===== config.mk =====
export PLATFORM = sky130hd
export DESIGN_NAME = pll_meter
export DESIGN_NICKNAME = d
export VERILOG_FILES = /design/src/rtl/pll_meter.sv
export SDC_FILE = /design/constraint.sdc
export NUM_CORES = 1
export LEC_CHECK = 0
export CAP_MARGIN = 20
export CORE_UTILIZATION = 30
export DETAILED_ROUTE_END_ITERATION = 7
export PLACE_DENSITY = 0.49
export SLEW_MARGIN = 20
export SYNTH_ARGS = -nofsm -noshare
export SYNTH_HDL_FRONTEND = slang
export SYNTH_SLANG_ARGS = --single-unit
export TNS_END_PERCENT = 20

===== constraint.sdc =====
create_clock -name clk_50 -period 8.64 [get_ports clk_50]
set_input_delay 1.728 -clock clk_50 [delete_from_list [all_inputs] [get_ports clk_50]]
set_output_delay 1.728 -clock clk_50 [all_outputs]
set_load 0.005 [all_outputs]

===== src/rtl/pll_meter.sv =====
// Measures the averaged period of sig_a and the averaged sig_a-rise to sig_b-rise delay,
// both in clk_50 cycles, over 2^AVG_LOG2 consecutive sig_a periods per start request.
module pll_meter #(
    parameter logic [15:0] TIMEOUT_CYCLES = 16'd2000,
    parameter int unsigned AVG_LOG2       = 2
) (
    input  logic        clk_50,
    input  logic        rst,
    input  logic        sig_a,
    input  logic        sig_b,
    input  logic        start,
    output logic        busy,
    output logic        valid,
    output logic        timeout,
    output logic [15:0] period,
    output logic [15:0] phase,
    output logic [1:0]  state_dbg_o
);

    localparam int unsigned AW = 16 + AVG_LOG2;
    localparam int unsigned NW = AVG_LOG2 + 1;
    localparam logic [NW-1:0] LAST_IDX = NW'((1 << AVG_LOG2) - 1);

    typedef enum logic [1:0] {
        IDLE = 2'd0,
        ARM  = 2'd1,
        MEAS = 2'd2,
        DONE = 2'd3
    } state_e;

    state_e         state_q, state_d;
    logic [2:0]     a_sync_q, b_sync_q;
    logic [15:0]    tmo_q, tmo_d;
    logic [15:0]    per_q, per_d;
    logic [15:0]    ph_q, ph_d;
    logic           got_b_q, got_b_d;
    logic [NW-1:0]  n_q, n_d;
    logic [AW-1:0]  accp_q, accp_d;
    logic [AW-1:0]  accph_q, accph_d;
    logic [15:0]    period_q, period_d;
    logic [15:0]    phase_q, phase_d;

    logic           ea, eb, tmo_hit;
    logic [15:0]    ph_smp;
    logic [AW-1:0]  accp_sum, accph_sum;

    // Bit 0 and 1 are the two synchronizer flops, bit 2 is the edge-detector history.
    always_ff @(posedge clk_50) begin
        if (rst) begin
            a_sync_q <= '0;
            b_sync_q <= '0;
        end else begin
            a_sync_q <= {a_sync_q[1:0], sig_a};
            b_sync_q <= {b_sync_q[1:0], sig_b};
        end
    end

    assign ea = a_sync_q[1] & ~a_sync_q[2];
    assign eb = b_sync_q[1] & ~b_sync_q[2];

    // A period without any sig_b rise contributes its full length as the phase sample.
    assign ph_smp    = got_b_q ? ph_q : per_q;
    assign accp_sum  = accp_q + AW'(per_q);
    assign accph_sum = accph_q + AW'(ph_smp);
    assign tmo_hit   = (tmo_q == TIMEOUT_CYCLES);

    always_comb begin
        state_d  = state_q;
        tmo_d    = '0;
        per_d    = per_q;
        ph_d     = ph_q;
        got_b_d  = got_b_q;
        n_d      = n_q;
        accp_d   = accp_q;
        accph_d  = accph_q;
        period_d = period_q;
        phase_d  = phase_q;
        busy     = 1'b0;
        valid    = 1'b0;
        timeout  = 1'b0;

        unique case (state_q)
            IDLE: begin
                if (start) state_d = ARM;
            end
            ARM: begin
                busy  = 1'b1;
                tmo_d = tmo_q + 16'd1;
                if (tmo_hit) begin
                    timeout = 1'b1;
                    state_d = IDLE;
                end else if (ea) begin
                    state_d = MEAS;
                    tmo_d   = '0;
                    per_d   = 16'd1;
                    got_b_d = eb;
                    ph_d    = '0;
                    n_d     = '0;
                    accp_d  = '0;
                    accph_d = '0;
                end
            end
            MEAS: begin
                busy  = 1'b1;
                tmo_d = tmo_q + 16'd1;
                per_d = per_q + 16'd1;
                if (tmo_hit) begin
                    timeout = 1'b1;
                    state_d = IDLE;
                end else if (ea) begin
                    // An eb coinciding with this ea belongs to the period being opened.
                    tmo_d   = '0;
                    per_d   = 16'd1;
                    got_b_d = eb;
                    ph_d    = '0;
                    accp_d  = accp_sum;
                    accph_d = accph_sum;
                    n_d     = n_q + NW'(1);
                    if (n_q == LAST_IDX) begin
                        state_d  = DONE;
                        period_d = accp_sum[AW-1:AVG_LOG2];
                        phase_d  = accph_sum[AW-1:AVG_LOG2];
                    end
                end else if (eb && !got_b_q) begin
                    got_b_d = 1'b1;
                    ph_d    = per_q;
                end
            end
            DONE: begin
                valid   = 1'b1;
                state_d = IDLE;
            end
        endcase
    end

    always_ff @(posedge clk_50) begin
        if (rst) begin
            state_q  <= IDLE;
            tmo_q    <= '0;
            per_q    <= '0;
            ph_q     <= '0;
            got_b_q  <= 1'b0;
            n_q      <= '0;
            accp_q   <= '0;
            accph_q  <= '0;
            period_q <= '0;
            phase_q  <= '0;
        end else begin
            state_q  <= state_d;
            tmo_q    <= tmo_d;
            per_q    <= per_d;
            ph_q     <= ph_d;
            got_b_q  <= got_b_d;
            n_q      <= n_d;
            accp_q   <= accp_d;
            accph_q  <= accph_d;
            period_q <= period_d;
            phase_q  <= phase_d;
        end
    end

    assign period      = period_q;
    assign phase       = phase_q;
    assign state_dbg_o = state_q;

endmodule


==> results.cfg, run 1 <==
[status]
outcome = finished clean

[cts]
post-cts-setup-buffers = 0
root_buffer = clkbuf_16
cts_resized = 0
clk_latency_ns = 0.43
postCtsHoldBufs = 0
cts_sinks = 128
cts_buffer_depth = 2
clk_pin_slew_ns = 0.06
cts_tree = done
h-tree-depth = 4
cts_buffers = 17

[sta]
worst_slew_pin_slew_ns = 0.839
fmax_ghz = 0.251
slew_viol_final = 0
hold_violations = 0
setup_viol = 0
max_slew_margin = 0.440
setup-tns-final_ns = 0
rsz0062_at_grt = false
post-route-period-util = 0.462
fin_crit_ns = 3.99
finalClockSkew_ns = 0.0130

[pwr]
leakagePower_nw = 3.04
p_total_mw = 1.37
pwr_density_cell_mw_per_mm2 = 175
vdd_ir_drop_max_mv = 0.122

[synthesis]
ys_seq_elements = 128
synth.area.top_cells = dfxtp_1, ha_1, nand2_1, a21oi_1, nor2_1
netlist_instances = 761
synth_top_area_frac = 0.390
netlist_top_cells_count = dfxtp_1, nand2_1, a21oi_1, nor2_1, ha_1
synth_area_per_cell_sq_um = 8.64
yosysSeqAreaShare = 0.390
yosysTopAreaCell = dfxtp_1
synth_cell_types = 65
yosysMostFrequentCell = dfxtp_1
synth_edf_count = 0
yosysWarningCount = 0
ys.flop_type = dfxtp_1
syn_nets = 809
syn_area_sq_mm = 0.00658
async_reset_ff_frac = 0

[detailed_routing]
first_pass_iters = 4
wl_per_cell_microns = 14.7
routed_wl_microns = 15900
drtIter0Drc = 185
vias_per_cell = 5.03
drc_errors = 0
postRouteAntennaNets = 0
via_count = 5438

[worst_setup_path]
timing.critical_path.arrival_ns = 2.26
start_kind = flip-flop
r2r_slack_ns = 5.03
cp_slowest_stage_delay_ns = 0.49
slowest_stage = clkdlybuf4s50_1
end_kind = output pin
cp.required_ns = 6.91
criticalPathCategory = flip-flop to output pin
path_max_fanout = 4
crit_chain = nor4_1 > nand2_1 > nor3_1 > and2_1 > clkdlybuf4s50_1

[layout]
drive_gt1_frac = 0.0831
n_antenna_cell = 0
area_growth_pct = 18.9
final_cells = 1081
nets = 841

[floorplanning]
die_w_microns = 150
pin_count = 42
die_h_microns = 150
placeableCoreArea_sq_mm = 0.0213
die_area_sq_mm = 0.0225
rows = 53
initial_utilization = 0.309

[global_route]
antenna_found_initial = 0
grt.overflow.total = 0
grt_pass1_vias = 5166
grt_pass1_wl_microns = 26200
track_usage = 0.149
grt_max_degree = 75

[run]
cap_violations = 0

[placed_design]
dp_cells = 1049
hpwl_microns = 10900
gp_congestion = 0.766
portBuffers = 41

[hold_path]
min_path_type = flip-flop to flip-flop
critical path, delay by kind of cell (launching register included):
kind          cells  cell delay [ns]
buf+inv           1             0.49
flops             1             0.34
simple gates      4             1.01
cells by family after synthesis:
kind of cell,after synthesis,share of synthesized area
AND/OR/NAND/NOR,288,0.210
AO/OA/AOI/OAI,195,0.200
multiplexers,16,0.0272
buffers and inverters,47,0.0303
adder cells (fa/ha/maj),43,0.0841
flip-flops,128,0.390
XOR/XNOR,44,0.0586
layer usage:
layer / vias to the layer above / global-route usage / routed length (microns)
met3: 17 / 0.0345 / 373
met5: - / 0 / 0
met4: 0 / 0.0520 / 218
met2: 50 / 0.247 / 7530
li1: 2794 / - / -
met1: 2577 / 0.190 / 7800
placed cells by master (no fill, tap or decap), types with 23 or more instances in the layout:
cell	Yosys	final
ha_1	41	41
nand2_1	94	94
o21ai_0	24	24
dfxtp_1	128	128
clkdlybuf4s50_1	0	40
nand3_1	37	37
nor2_1	68	66
a21oi_1	68	68
a22o_1	23	23
xnor2_1	27	27
sequential cells by signal, indices dropped and copies added (netlist names), 2 cells and up:
| name | cells |
|---|---|
| accp_q | 18 |
| accph_q | 18 |
| per_q | 16 |
| period | 16 |
| ph_q | 16 |
| phase | 16 |
| tmo_q | 16 |
| a_sync_q | 3 |
| b_sync_q | 3 |
| n_q | 3 |
| state_dbg_o | 2 |
per-stage QoR:
stage | util | setup WS, ns | area [sq um] | hold WS, ns
after floorplan | - | 5.32 | 6580 | 0.414
after global placement | 0.340 | 5.09 | 7230 | 0.416
after detailed placement | 0.340 | 5.04 | 7230 | 0.432
after CTS | 0.367 | 4.56 | 7820 | 0.445
after global routing | 0.367 | 4.40 | 7820 | 0.454
final | 0.367 | 4.65 | 7820 | 0.436
power breakdown:
group          switching (mW)  total [mW]  leakage (nW)  internal [mW]
clock                   0.282       0.712         0.284          0.429
sequential            0.00726       0.602          1.03          0.595
combinational          0.0349      0.0550          1.72         0.0202
total                   0.325        1.37          3.04           1.04
worst paths after layout:
check	endpoint	startpoint	depth (start not counted)
worst max-delay path	timeout	tmo_q[12]	5
worst min register to register	a_sync_q[1]	a_sync_q[0]	1
worst max register to register	phase[14]	got_b_q	10
worst min-delay path	a_sync_q[1]	a_sync_q[0]	1
cell type report:
| class | count | area (sq um) |
|---|---|---|
| Clock inverter | 10 | 98.8 |
| Fill cell | 2184 | 13500 |
| Sequential cell | 128 | 2560 |
| Multi-Input combinational cell | 586 | 3820 |
| Timing Repair Buffer | 48 | 458 |
| Inverter | 12 | 45.0 |
| Clock buffer | 22 | 484 |
| Tap cell | 275 | 344 |
Power figures use the tool's default switching activity.
==> inputs of run 2 (changes only) <==
PLACE_DENSITY = 0.51   (was 0.49)
clock period = 3.2 ns   (was 8.64 ns; I/O delays follow)
==> run 2 against run 1 <==
- clock power grew to 2.8 times the previous value
- critical path depth is the same
- worst setup slack lost 4.4 ns
- first-iteration DRC count grew 36%
- sequential cell count is the same
- routed wire length grew 2.9%
- hold slack gained 0.0016 ns
- critical path type unchanged
- largest power group unchanged
- highest routed layer unchanged
==> results.cfg, run 2 (synthesis results as in run 1) <==
[status]
outcome = finished clean

[detailed_routing]
first_pass_iters = 4
routed_wl_microns = 16400
drc_errors = 0
wl_per_cell_microns = 14.9
drtIter0Drc = 252
vias_per_cell = 4.99
postRouteAntennaNets = 0
via_count = 5505

[worst_setup_path]
cp.required_ns = 2.56
criticalPathCategory = flip-flop to output pin
r2r_cells = 11
timing.critical_path.arrival_ns = 2.33
end_kind = output pin
path_max_fanout = 4
reg2reg_to = phase[14]
r2r-start = got_b_q
start_kind = flip-flop
r2r_slack_ns = 0.25

[pwr]
leakagePower_nw = 3.14
vdd_ir_drop_max_mv = 0.307
pwr_density_cell_mw_per_mm2 = 475

[cts]
clk_latency_ns = 0.42
cts_buffers = 17
post-cts-setup-buffers = 0
postCtsHoldBufs = 0
cts_buffer_depth = 2
root_buffer = clkbuf_16
cts_resized = 0
cts_sinks = 128
cts_tree = done
clk_pin_slew_ns = 0.06
h-tree-depth = 4

[placed_design]
gp_congestion = 0.831
hpwl_microns = 11500
portBuffers = 41

[layout]
nets = 863
top_regs = accp_q: 18 flops, accph_q: 18 flops
drive_gt1_frac = 0.109
area_growth_pct = 21.8
fill_cells = 2130
n_antenna_cell = 0
layout_common_cells = dfxtp_1, nand2_1, a21oi_1
layout_commonest_cell = dfxtp_1

[floorplanning]
pin_count = 42
die_w_microns = 150
die_h_microns = 150
die_area_sq_mm = 0.0225
rows = 53
initial_utilization = 0.309
placeableCoreArea_sq_mm = 0.0213

[sta]
setup_viol = 0
fin_crit_ns = 2.97
hold_violations = 0
max_slew_margin = 0.402
post-route-period-util = 0.928
fmax_ghz = 0.337
slew_viol_final = 0
setup-tns-final_ns = 0
finalClockSkew_ns = 0.0113
holdWs_ns = 0.438
worst_slew_pin_slew_ns = 0.896
rsz0062_at_grt = false

[hold_path]
min_path_type = flip-flop to flip-flop
hold_end = a_sync_q[1]
min_from = a_sync_q[0]
holdPathStages = 1

[global_route]
grt_max_degree = 41
grt_pass1_wl_microns = 27400
grt_pass1_vias = 5453
antenna_found_initial = 0
grt.overflow.total = 0
track_usage = 0.155

[run]
cap_violations = 0
run 2: changes by cell type in the layout (fill, tap and decap cells not counted), sizes merged:
| cell | before | now |
|---|---|---|
| clkinvlp | 2 | 5 |
| clkbuf | 22 | 17 |
| bufinv | 1 | 3 |
| buf | 8 | 30 |
run 2: worst max-delay path, cell delays in order, from the launching register on:
cell and delay, ns:
dfxtp_1 0.34, nor4_1 0.32, nand2_1 0.15, nor3_1 0.42
and2_1 0.19, clkdlybuf4s50_1 0.49
run 2: stage by stage:
stage                     instances  setup WS (ns)  power (mW)  instance area [sq um]  utilization
final                          1103          0.231        3.81                   8010        0.376
after global routing           1103         0.0187        3.96                   8010        0.376
after CTS                      1103          0.150        3.86                   8010        0.376
after detailed placement       1071          0.272        1.82                   7400        0.348
after global placement         1071          0.276        1.82                   7400        0.348
after floorplan                 761          0.143        1.76                   6580            -
run 2: cell type report:
class | count | area, sq um | area share
Clock buffer | 17 | 425 | 0.0531
Clock inverter | 15 | 185 | 0.0231
Inverter | 12 | 45.0 | 0.00562
Multi-Input combinational cell | 586 | 3820 | 0.477
Sequential cell | 128 | 2560 | 0.320
Tap cell | 275 | 344 | 0.0430
Timing Repair Buffer | 70 | 623 | 0.0778
run 2: layer usage:
metal	part of all wire	vias up	global-route usage
met4	0.016	0	0.0586
met3	0.022	17	0.0290
met5	0	-	0
met1	0.49	2590	0.202
met2	0.47	65	0.255
li1	-	2833	-
run 2: worst max path at each step:
stage | from | to | slack, ns
final | tmo_q[12] | timeout | 0.23
after global routing | got_b_q | phase[14] | 0.02
after CTS | tmo_q[12] | timeout | 0.15
after detailed placement | got_b_q | phase[14] | 0.27
after global placement | got_b_q | phase[14] | 0.28
after floorplan | got_b_q | phase[14] | 0.14
run 2: power by group:
part	internal (mW)	switching (mW)	total (mW)
registers	1.61	0.0136	1.62
logic	0.0602	0.104	0.164
clock network	1.23	0.787	2.02
total	2.90	0.905	3.81
